[src/rtl/interp_pkg.sv]
// Shared defaults and types for the separable 2D interpolation sequencer.
// Holds the FSM state encoding and the core latency-tracker tag.
package interp_pkg;

    localparam int X_W      = 8;
    localparam int W_W      = 10;
    localparam int N_TAP    = 8;
    localparam int CORE_LAT = 3;
    localparam int ROW_W    = 3;

    typedef enum logic [2:0] {
        IDLE,
        ROW,
        DRAIN,
        COL,
        CWAIT,
        DONE
    } state_e;

    typedef struct packed {
        logic             vld;
        logic             is_col;
        logic [ROW_W-1:0] row;
    } tag_t;

endpackage

[src/rtl/interp_lat_tracker.sv]
// Tag shift register matching the interpolator core pipeline depth.
// The exiting tag marks the cycle the core result for that issue is valid.
module interp_lat_tracker
    import interp_pkg::*;
#(
    parameter int LAT = 3
) (
    input  logic clk,
    input  logic rst_n,
    input  tag_t push,
    output tag_t tag_out
);

    tag_t sr_q [LAT];

    always_ff @(posedge clk or negedge rst_n) begin
        if (!rst_n) begin
            for (int i = 0; i < LAT; i++) begin
                sr_q[i] <= '0;
            end
        end else begin
            sr_q[0] <= push;
            for (int i = 1; i < LAT; i++) begin
                sr_q[i] <= sr_q[i-1];
            end
        end
    end

    assign tag_out = sr_q[LAT-1];

endmodule

[src/rtl/interp_2d_seq.sv]
// 2D lookup sequencer: 8 row passes then one column pass on a shared
// 1D interpolator core, with an 8-entry buffer of row results.
module interp_2d_seq #(
    parameter int X_W      = interp_pkg::X_W,
    parameter int W_W      = interp_pkg::W_W,
    parameter int N_TAP    = interp_pkg::N_TAP,
    parameter int CORE_LAT = interp_pkg::CORE_LAT
) (
    input  logic                   clk,
    input  logic                   rst_n,
    input  logic                   i_req_valid,
    output logic                   o_req_ready,
    input  logic [X_W-1:0]         i_req_x,
    input  logic [X_W-1:0]         i_req_y,
    output logic                   o_tbl_rd_en,
    output logic [2:0]             o_tbl_row,
    input  logic [N_TAP*W_W-1:0]   i_tbl_data,
    output logic                   o_core_en,
    output logic [X_W-1:0]         o_core_x,
    output logic [N_TAP*W_W-1:0]   o_core_weight,
    input  logic [W_W-1:0]         i_core_y,
    output logic                   o_res_valid,
    input  logic                   i_res_ready,
    output logic [W_W-1:0]         o_res_y,
    output logic                   o_busy
);

    import interp_pkg::*;

    localparam int WV = N_TAP * W_W;

    state_e                     state_q;
    state_e                     state_n;
    logic [X_W-1:0]             x_q;
    logic [X_W-1:0]             y_q;
    logic [2:0]                 issue_row_q;
    logic                       col_q;
    logic                       pass_q;
    logic [3:0]                 cap_cnt_q;
    logic [N_TAP-1:0][W_W-1:0]  rbuf_q;
    logic [N_TAP-1:0][W_W-1:0]  rbuf_n;
    logic [WV-1:0]              weight_q;
    tag_t                       push;
    tag_t                       tag_x;
    logic                       accept;
    logic                       row_cap;
    logic                       col_cap;
    logic                       rows_done;

    interp_lat_tracker #(
        .LAT (CORE_LAT)
    ) u_trk (
        .clk     (clk),
        .rst_n   (rst_n),
        .push    (push),
        .tag_out (tag_x)
    );

    assign accept    = i_req_valid && o_req_ready;
    assign push      = {o_core_en, col_q, issue_row_q};
    assign row_cap   = tag_x.vld && !tag_x.is_col;
    assign col_cap   = tag_x.vld && tag_x.is_col;
    assign rows_done = row_cap && (cap_cnt_q == 4'(N_TAP - 1));

    // Table data arrives one cycle after the read, so row passes forward it directly
    assign o_core_weight = pass_q ? i_tbl_data : weight_q;

    always_comb begin
        state_n = state_q;
        unique case (state_q)
            IDLE:    if (accept) state_n = ROW;
            ROW:     if (o_tbl_row == 3'(N_TAP - 1)) state_n = DRAIN;
            DRAIN:   if (rows_done) state_n = COL;
            COL:     state_n = CWAIT;
            CWAIT:   if (col_cap) state_n = DONE;
            DONE:    if (i_res_ready) state_n = IDLE;
            default: state_n = IDLE;
        endcase
    end

    always_comb begin
        rbuf_n = rbuf_q;
        if (row_cap) begin
            rbuf_n[tag_x.row] = i_core_y;
        end
    end

    always_ff @(posedge clk or negedge rst_n) begin
        if (!rst_n) begin
            state_q     <= IDLE;
            o_req_ready <= 1'b1;
            o_busy      <= 1'b0;
            o_tbl_rd_en <= 1'b0;
            o_tbl_row   <= '0;
            o_core_en   <= 1'b0;
            o_core_x    <= '0;
            o_res_valid <= 1'b0;
            o_res_y     <= '0;
            x_q         <= '0;
            y_q         <= '0;
            issue_row_q <= '0;
            col_q       <= 1'b0;
            pass_q      <= 1'b0;
            cap_cnt_q   <= '0;
            rbuf_q      <= '0;
            weight_q    <= '0;
        end else begin
            state_q     <= state_n;
            o_req_ready <= (state_n == IDLE);
            o_busy      <= (state_n != IDLE);
            o_tbl_rd_en <= (state_n == ROW);
            o_res_valid <= (state_n == DONE);
            if (state_n == ROW) begin
                o_tbl_row <= (state_q == ROW) ? o_tbl_row + 3'd1 : 3'd0;
            end
            if (accept) begin
                x_q       <= i_req_x;
                y_q       <= i_req_y;
                cap_cnt_q <= '0;
            end else if (row_cap) begin
                cap_cnt_q <= cap_cnt_q + 4'd1;
            end
            o_core_en   <= o_tbl_rd_en || (state_n == COL);
            col_q       <= (state_n == COL);
            pass_q      <= o_tbl_rd_en;
            issue_row_q <= o_tbl_row;
            rbuf_q      <= rbuf_n;
            if (o_tbl_rd_en) begin
                o_core_x <= x_q;
            end else if (state_n == COL) begin
                o_core_x <= y_q;
            end
            // Column weights include the row result landing this same cycle
            if (pass_q) begin
                weight_q <= i_tbl_data;
            end else if (state_n == COL) begin
                weight_q <= rbuf_n;
            end
            if (col_cap) begin
                o_res_y <= i_core_y;
            end
        end
    end

endmodule

[config.mk]
export PLATFORM = sky130hd
export DESIGN_NAME = interp_2d_seq
export DESIGN_NICKNAME = d
export VERILOG_FILES = /design/src/rtl/interp_pkg.sv /design/src/rtl/interp_lat_tracker.sv /design/src/rtl/interp_2d_seq.sv
export SDC_FILE = /design/constraint.sdc
export NUM_CORES = 1
export LEC_CHECK = 0
export CAP_MARGIN = 25
export CORE_ASPECT_RATIO = 1.4
export CORE_UTILIZATION = 35
export CTS_CLUSTER_SIZE = 8
export DETAILED_ROUTE_END_ITERATION = 16
export HOLD_SLACK_MARGIN = 0.08
export PLACE_DENSITY = 0.69
export SYNTH_ARGS = -nofsm -noshare
export SYNTH_HDL_FRONTEND = slang
export SYNTH_SLANG_ARGS = --single-unit
[constraint.sdc]
create_clock -name clk -period 2.48 [get_ports clk]
set_input_delay 0.248 -clock clk [delete_from_list [all_inputs] [get_ports clk]]
set_output_delay 0.248 -clock clk [all_outputs]
set_load 0.005 [all_outputs]
==> impl_metrics.yaml, run 1 <==
detailed_routing:
  wl_mm: 25.32
  vias_per_cell: 4.904
  firstDrtPassIters: 4
  drt_iter0_drc: 245
  wl_per_cell_um: 17.20
  route.detailed.drc: 0
  ant_nets: 0
  via_count: 7219
synthesis:
  avgSynthCellArea_um2: 11.25
  synthTopCellsByArea: "dfrtp_1, mux2_2, nand2_1"
  yosys-mux-area-fraction_pct: 13.16
  yosysMostFrequentCell: "nand2_1"
  synth_adder_area_share_pct: 0.3814
  ys_seq_elements: 229
  synth_top_area_share_pct: 57.97
  synthSimpleGateAreaFrac_pct: 12.34
  yosysWarnings: 0
  synth_xor_area_share_pct: 0.2670
  synth.distinct_cells: 45
  synth_top_family_by_area: "multiplexers"
  ys.flop_type: "dfrtp_1"
  yosys.area.top_type: "dfrtp_1"
  synthCells: 875
  synth-compound-area-share_pct: 12.45
  synth_common_cells: "nand2_1, dfrtp_1, mux2_2, o21ai_0, a31o_2"
  async_flop_share_pct: 100.0
  yosysSeqAreaShare_pct: 58.24
  synth_edf_count: 0
  syn-cell-area_um2: 9842
  syn_nets: 988
pwr:
  clock_power_share_pct: 25.2
  power_frac_seq_pct: 36.5
  ir_drop_uv: 646.3
  swShare_pct: 30.38
  p_int_mw: 11.49
  power_switching_mw: 5.013
  power_density_nw_per_um2: 1234
  comb_power_share_pct: 38.3
  leakage_nw: 5.959
final_layout:
  antenna_cells: 0
  drive_gt1_share_pct: 21.32
  areaGrowthSynthToFinish_pct: 35.86
  n_fill_cell: 2523
  layout.nets: 1206
worst_hold_path:
  hold_path.class: "input pin to asynchronous set/reset pin"
clock_network:
  cts_tree: "built"
  cts_sinks: 229
  clk_latency_ns: 0.49
  clockBufferDepth: 3
  clk_pin_slew_ns: 0.05
  cts_buffers: 34
  root_buffer: "clkbuf_16"
  cts.htree.levels: 2
  postCtsSetupBuffers: 0
floorplanning:
  fp.dieW_um: 143.7
  num_rows: 72
  die_area_um2: 28800
  start_util_pct: 35.59
  io_pins: 216
  coreArea_um2: 27660
  die_h_um: 200.4
status:
  outcome: "finished clean"
critical_path:
  critPathBufInv: 3
  crit_start: "pass_q"
  critPathMaxStageDelay_ns: 0.52
  cpMaxStageDelayCell: "clkdlybuf4s50_1"
  required_ns: 2.23
  r2r_cells: 5
  worst_setup_path_start_kind: "flip-flop"
  crit_path_max_fanout: 66
  r2r_start: "state_q[0]"
  crit_path_frequent_cell: "nand2_1"
  worstPathCellList: "inv_4 > buf_12 > nand2_1 > nand2_1 > clkdlybuf4s50_1"
  path_class: "flip-flop to output port"
  end_kind: "output port"
  cp_data_arrival_time_ns: 2.13
  path_depth: 5
  cp_top_family: "buffers and inverters"
sta:
  rsz0062_at_grt: "false"
  clock.fmax_mhz: 420.1
  hold_viol_final: 0
  whs_ns: 0.2884
  slew_headroom_pct: 50.37
  fin_skew_ns: 0.01118
  drv_slew: 0
  finalCritPeriodShare_pct: 95.98
  tightest_slew_ns: 0.7421
  finalSetupViolations: 0
  fin_tns_setup_ns: 0
  fin_crit_ns: 2.380
  setup_ws_ns: 0.09978
job:
  drv_cap: 0
global_routing:
  grt_max_degree: 94
  grt_pass1_vias: 7284
  antenna_found_initial: 0
  grt.total_usage_pct: 17.60
  grt-ovfl-total: 0
  grt_pass1_wl_mm: 38.82
placed_design:
  dp_hpwl_mm: 16.39
  portBuffers: 215
  gp_congestion: 0.7558
  post-place-ws_ns: 0.4841
[final timing paths]
kind	end	slack, ns
min in group clk	u_trk.sr_q[6]	0.34
setup reg to reg	weight_q[21]	0.46
max in group asynchronous	weight_q[70]	1.40
setup / recovery	o_core_weight[5]	0.1
hold / removal	weight_q[53]	0.29
hold reg to reg	u_trk.sr_q[6]	0.34
[through the flow]
step,util [%],power (mW),area (um2),cells
floorplan,-,9.556,9842,875
global placement,44.69,12.16,12360,1425
detailed placement,44.69,12.35,12360,1425
CTS,48.23,16.62,13340,1471
global route,48.35,17.61,13370,1472
finish,48.35,16.50,13370,1472
[metal layers]
layer,vias up,share of wire [%],global-route usage [%]
met4,0,2.6,6.003
met1,3528,42,21.85
met3,41,5.4,3.674
met2,194,50,30.06
li1,3456,-,-
met5,-,0,0
[registers in the layout, indices dropped and copies added (netlist names), 3 cells and up]
name           flops
weight_q          80
y_q                8
state_q            3
u_trk.tag_out      5
rbuf_q            80
cap_cnt_q          4
u_trk.sr_q        10
x_q                8
issue_row_q        3
o_tbl_row          3
o_res_y           10
o_core_x           8
[cell type report]
type	count	area [um2]	area share [%]
Sequential cell	229	5733	42.87
Multi-Input combinational cell	593	3801	28.43
Timing Repair Buffer	233	2399	17.94
Clock buffer	45	965.9	7.224
Tap cell	370	462.9	3.462
Inverter	2	10.01	0.07486
[placed cells by master (no fill, tap or decap), types with 7 or more instances in the layout]
| cell | instances |
|---|---|
| nand2_1 | 259 |
| dfrtp_1 | 227 |
| clkdlybuf4s50_1 | 214 |
| mux2_2 | 107 |
| o21ai_0 | 72 |
| a31o_2 | 53 |
| clkbuf_16 | 38 |
| a31o_1 | 27 |
| o21ai_1 | 14 |
| mux2i_1 | 9 |
| buf_4 | 9 |
| clkbuf_1 | 7 |
[worst reg2reg max path, delay by kind of cell, from the launching register on]
kind	cells	cell delay [ns]
AO/OA/AOI/OAI	2	0.42
buffers and inverters	1	0.30
flip-flops	1	0.48
AND/OR/NAND/NOR	2	0.70
[timing repair]
| action | 4_1_cts | 5_1_grt |
|---|---|---|
| hold buffers | 1 | 0 |
| hold endpoints to repair | 54 | 0 |
| gates cloned | 0 | 1 |
| pin swaps | 0 | 0 |
| setup endpoints to repair | 4 | 21 |
| gates resized for setup | 1 | 1 |
[logic make-up (layout without fill, tap and decap cells)]
| logic type | after synthesis | after routing |
|---|---|---|
| AO/OA/AOI/OAI | 179 | 179 |
| multiplexers | 116 | 116 |
| flip-flops | 229 | 229 |
| adder cells (fa/ha/maj) | 3 | 3 |
| XOR/XNOR | 3 | 3 |
| AND/OR/NAND/NOR | 292 | 292 |
| buffers and inverters | 53 | 280 |
[power groups by stage]
stage               Clock, mW  Sequential [mW]  Combinational, mW
global route             4.43             6.20               6.97
finish                   4.16             6.03               6.32
detailed placement          0             6.08               6.28
CTS                      4.27             6.03               6.31
global placement            0             6.01               6.15
floorplan                   0             5.90               3.65
(Power assumes the default switching activity.)
==> run 2: changes to the inputs <==
--- a/config.mk
+++ b/config.mk
@@ -7,11 +7,11 @@
 export LEC_CHECK = 0
 export CAP_MARGIN = 25
 export CORE_ASPECT_RATIO = 1.4
-export CORE_UTILIZATION = 35
+export CORE_UTILIZATION = 45
 export CTS_CLUSTER_SIZE = 8
 export DETAILED_ROUTE_END_ITERATION = 16
 export HOLD_SLACK_MARGIN = 0.08
-export PLACE_DENSITY = 0.69
+export PLACE_DENSITY = 0.82
 export SYNTH_ARGS = -nofsm -noshare
 export SYNTH_HDL_FRONTEND = slang
 export SYNTH_SLANG_ARGS = --single-unit
==> impl_metrics.yaml, run 2 (synthesized netlist as in run 1, its figures left out) <==
clock_network:
  cts_sinks: 229
  cts_tree: "built"
  root_buffer: "clkbuf_16"
  clk_pin_slew_ns: 0.05
  clockBufferDepth: 3
  postCtsSetupBuffers: 0
  cts.htree.levels: 2
  cts_buffers: 34
  clk_latency_ns: 0.49
pwr:
  power_density_nw_per_um2: 1244
  total_power_mw: 16.42
  power_frac_seq_pct: 37.0
  power_switching_mw: 5.066
  ir_drop_uv: 724.9
  p_int_mw: 11.35
  swShare_pct: 30.85
  comb_power_share_pct: 38.7
  leakage_nw: 5.948
  clock_power_share_pct: 24.4
status:
  outcome: "finished clean"
final_layout:
  antenna_cells: 0
  layout.nets: 1210
  areaGrowthSynthToFinish_pct: 34.13
  final_common_cell: "nand2_1"
  n_fill_cell: 1645
  drive_gt1_share_pct: 21.54
  mostFrequentLayoutCells: "nand2_1, dfrtp_1, clkdlybuf4s50_1, mux2_2, o21ai_0"
  top_regs: "rbuf_q (80), weight_q (80)"
critical_path:
  r2r_start: "state_q[0]"
  worst_setup_path_start_kind: "flip-flop"
  path_class: "flip-flop to output port"
  required_ns: 2.23
  crit_path_max_fanout: 33
  r2r_cells: 5
  critPathMaxStageDelay_ns: 0.52
  rrSetupSlack_ns: 0.45
  critPathBufInv: 3
  end_kind: "output port"
  cp_top_family: "buffers and inverters"
  cp_data_arrival_time_ns: 2.09
  crit_path_frequent_cell: "nand2_1"
  worstPathCellList: "inv_4 > buf_6 > nand2_1 > nand2_1 > clkdlybuf4s50_1"
  cpMaxStageDelayCell: "clkdlybuf4s50_1"
  path_depth: 5
  r2r-end: "weight_q[51]"
detailed_routing:
  firstDrtPassIters: 5
  route.detailed.drc: 0
  vias_per_cell: 5.421
  drt_iter0_drc: 368
  wl_per_cell_um: 18.17
  wl_mm: 24.80
  ant_nets: 0
  via_count: 7400
floorplanning:
  coreArea_um2: 21280
  num_rows: 63
  fp.dieW_um: 127.0
  die_h_um: 177.0
  die_area_um2: 22480
  start_util_pct: 46.24
  io_pins: 216
sta:
  fin_crit_ns: 2.342
  finalSetupViolations: 0
  fin_tns_setup_ns: 0
  slew_headroom_pct: 56.77
  fin_skew_ns: 0.02153
  hold_viol_final: 0
  drv_slew: 0
  rsz0062_at_grt: "false"
  finalCritPeriodShare_pct: 94.44
  clock.fmax_mhz: 427.0
  tightest_slew_ns: 0.6464
global_routing:
  grt-ovfl-total: 0
  grt_max_degree: 71
  grt_pass1_wl_mm: 39.05
  grt.total_usage_pct: 22.57
  antenna_found_initial: 0
  grt_pass1_vias: 7391
job:
  drv_cap: 0
placed_design:
  dp_hpwl_mm: 16.38
  gp_congestion: 0.8131
  portBuffers: 215
worst_hold_path:
  hold_path.class: "input pin to asynchronous set/reset pin"
-- run 2: worst max path at each step --
stage                     startpoint                end  slack [ns]
after floorplan           state_q[2]       weight_q[70]        0.86
after global placement    state_q[0]       weight_q[20]        0.50
after detailed placement  state_q[0]       weight_q[51]        0.51
after CTS                     pass_q  o_core_weight[22]        0.02
after global routing          pass_q  o_core_weight[22]       0.005
final                         pass_q  o_core_weight[22]        0.14
-- run 2: what timing repair did --
| action | CTS | global route |
|---|---|---|
| hold buffers | 1 | 0 |
| hold endpoints to repair | 66 | 0 |
| setup endpoints to repair | 0 | 18 |
| gates resized for setup | 0 | 1 |
-- run 2: worst reg2reg max path: cells and delay by family (launching register included) --
family / cells / cell delay (ns)
AOI/OAI and AO/OA: 2 / 0.44
buffers and inverters: 1 / 0.27
DFF: 1 / 0.47
and+or+nand+nor: 2 / 0.71
-- run 2: layer usage --
layer / GRT usage [%] / share of wire [%]
met5: 0 / 0
met2: 39.65 / 51
met3: 4.655 / 5.7
met4: 8.135 / 3.2
met1: 27.38 / 40
-- run 2: per-stage QoR --
step	hold slack [ns]	worst slack (ns)	area, um2	utilization, %	instances
2_1_floorplan	-0.04759	0.8647	9842	-	875
3_3_place_gp	0.2514	0.4980	12270	57.66	1320
3_5_place_dp	0.2585	0.5090	12270	57.66	1320
4_1_cts	0.3376	0.02287	13200	62.01	1365
5_1_grt	0.3523	0.005326	13200	62.03	1365
6_report	0.3339	0.1378	13200	62.03	1365
-- run 2: area by class of cell --
type	count	area [um2]	area share, %
Clock buffer	42	902.1	6.833
Clock inverter	2	13.76	0.1043
Inverter	2	10.01	0.07582
Multi-Input combinational cell	593	3801	28.79
Sequential cell	229	5733	43.43
Tap cell	260	325.3	2.464
Timing Repair Buffer	237	2416	18.30
-- run 2: power by group through the flow --
stage          clock [mW]  sequential, mW  combinational, mW
2_1_floorplan           0            5.90               3.65
5_1_grt              4.24            6.25               6.96
4_1_cts              4.10            6.07               6.39
3_3_place_gp            0            6.03               6.15
3_5_place_dp            0            6.10               6.33
6_report             4.00            6.07               6.35
==> run 3: changes to the inputs <==
--- a/config.mk
+++ b/config.mk
@@ -11,7 +11,7 @@
 export CTS_CLUSTER_SIZE = 8
 export DETAILED_ROUTE_END_ITERATION = 16
 export HOLD_SLACK_MARGIN = 0.08
-export PLACE_DENSITY = 0.82
+export PLACE_DENSITY = 0.85
 export SYNTH_ARGS = -nofsm -noshare
 export SYNTH_HDL_FRONTEND = slang
 export SYNTH_SLANG_ARGS = --single-unit
==> constraint.sdc (replaced) <==
create_clock -name clk -period 2.1 [get_ports clk]
set_input_delay 0.21 -clock clk [delete_from_list [all_inputs] [get_ports clk]]
set_output_delay 0.21 -clock clk [all_outputs]
set_load 0.005 [all_outputs]
==> impl_metrics.yaml, run 3 (synthesized netlist as in run 1, its figures left out) <==
status:
  outcome: "finished, violations left"
  violations: "setup timing"
critical_path:
  r2r-end: "weight_q[24]"
  required_ns: 1.89
  end_kind: "output port"
  r2r_start: "state_q[2]"
  crit_start: "pass_q"
  cp_data_arrival_time_ns: 1.95
  crit_path_end: "o_core_weight[49]"
  path_class: "flip-flop to output port"
  crit_path_max_fanout: 13
  worst_setup_path_start_kind: "flip-flop"
  r2r_cells: 5
  rrSetupSlack_ns: 0.19
clock_network:
  clk_latency_ns: 0.49
  clockBufferDepth: 3
  cts.htree.levels: 2
  cts_buffers: 34
  root_buffer: "clkbuf_16"
  cts_sinks: 229
  cts_tree: "built"
  clk_pin_slew_ns: 0.05
sta:
  hold_viol_final: 0
  tightest_slew_ns: 0.6916
  fin_skew_ns: 0.01363
  slew_headroom_pct: 53.75
  setup_ws_ns: -0.06471
  finalCritPeriodShare_pct: 103.1
  rsz0062_at_grt: "true"
  drv_slew: 0
  whs_ns: 0.2399
  finalSetupViolations: 4
  clock.fmax_mhz: 462.0
  fin_crit_ns: 2.165
pwr:
  leakage_nw: 6.307
  power_density_nw_per_um2: 1464
  ir_drop_uv: 815.6
job:
  drv_cap: 0
floorplanning:
  coreArea_um2: 21280
  die_h_um: 177.0
  num_rows: 63
  die_area_um2: 22480
  io_pins: 216
  start_util_pct: 46.24
  fp.dieW_um: 127.0
placed_design:
  portBuffers: 215
  dp_hpwl_mm: 16.47
  placed_area_um2: 12360
  gp_congestion: 0.8030
  dp.cells: 1327
  post-place-ws_ns: 0.2405
detailed_routing:
  route.detailed.drc: 0
  wl_per_cell_um: 18.97
  firstDrtPassIters: 5
  vias_per_cell: 5.415
  drt_iter0_drc: 375
  wl_mm: 26.29
  ant_nets: 0
  via_count: 7505
final_layout:
  final_common_cell: "nand2_1"
  layout.nets: 1232
  fin_cells: 1386
  mostFrequentLayoutCells: "nand2_1, dfrtp_1, clkdlybuf4s50_1, mux2_2, o21ai_0"
  design_area_um2: 13520
  antenna_cells: 0
  areaGrowthSynthToFinish_pct: 37.34
  drive_gt1_share_pct: 23.98
  top_regs: "rbuf_q (80), weight_q (80)"
global_routing:
  grt_pass1_wl_mm: 40.26
  antenna_found_initial: 0
  grt.total_usage_pct: 23.30
  grt-ovfl-total: 0
  grt_max_degree: 61
  grt_pass1_vias: 7715
worst_hold_path:
  hold_path.class: "input pin to asynchronous set/reset pin"
[run 3: changes by cell type in the layout (fill, tap and decap cells not counted), sizes merged, moves of 4 or more]
cell | before | now
clkbuf | 42 | 46
clkdlybuf4s50 | 214 | 151
clkdlybuf4s15 | 0 | 8
dlygate4sd2 | 0 | 45
buf | 22 | 39
dlymetal6s2s | 0 | 8
[run 3: how the worst min path moves through the flow]
stage,to,slack [ns],depth (start not counted)
after floorplan,cap_cnt_q[0],-0.09,0
after detailed placement,weight_q[40],0.17,1
after global routing,weight_q[43],0.28,2
after global placement,weight_q[41],0.16,1
final,rbuf_q[43],0.24,2
after CTS,weight_q[43],0.24,2
[run 3: power breakdown]
part | internal [mW] | total, mW | switching [mW]
combinational | 4.14 | 7.84 | 3.70
sequential | 6.43 | 7.19 | 0.760
clock | 2.96 | 4.76 | 1.80
[run 3: timing repair]
item	4_1_cts	5_1_grt
buffers inserted	2	8
hold buffers	1	0
gates resized for setup	61	34
cloned	2	3
setup endpoints to repair	80	25
endpoints found under the hold margin	71	0
[run 3: area by class of cell]
class / count / area, um2
clock buffer: 41 / 898.4
clock inverter: 2 / 13.76
multi-input combinational: 593 / 3821
sequential: 229 / 5733
tap: 260 / 325.3
fill: 1642 / 7766
timing repair buffer: 259 / 2710
inverter: 2 / 15.01
[run 3: worst max-delay path: stages, from the launching register on]
cell	delay (ns)
dfrtp_2	0.48
inv_8	0.14
buf_8	0.15
nand2_1	0.09
nand2_1	0.08
clkdlybuf4s50_1	0.52
[run 3: routing by layer]
metal | global-route usage, % | wire length, um | up-vias
met5 | 0 | 0 | -
met4 | 10.37 | 936 | 0
met3 | 4.927 | 1430 | 63
met2 | 39.10 | 13310 | 248
met1 | 28.99 | 10620 | 3684
li1 | - | - | 3510
[run 3: per-stage QoR]
step | setup TNS (ns) | power, mW | utilization [%]
after floorplan | 0 | 11.29 | -
after CTS | -1.291 | 19.50 | 62.56
after global placement | 0 | 14.45 | 58.08
final | -0.08991 | 19.79 | 63.51
after global routing | -1.274 | 20.94 | 63.51
after detailed placement | 0 | 14.75 | 58.08
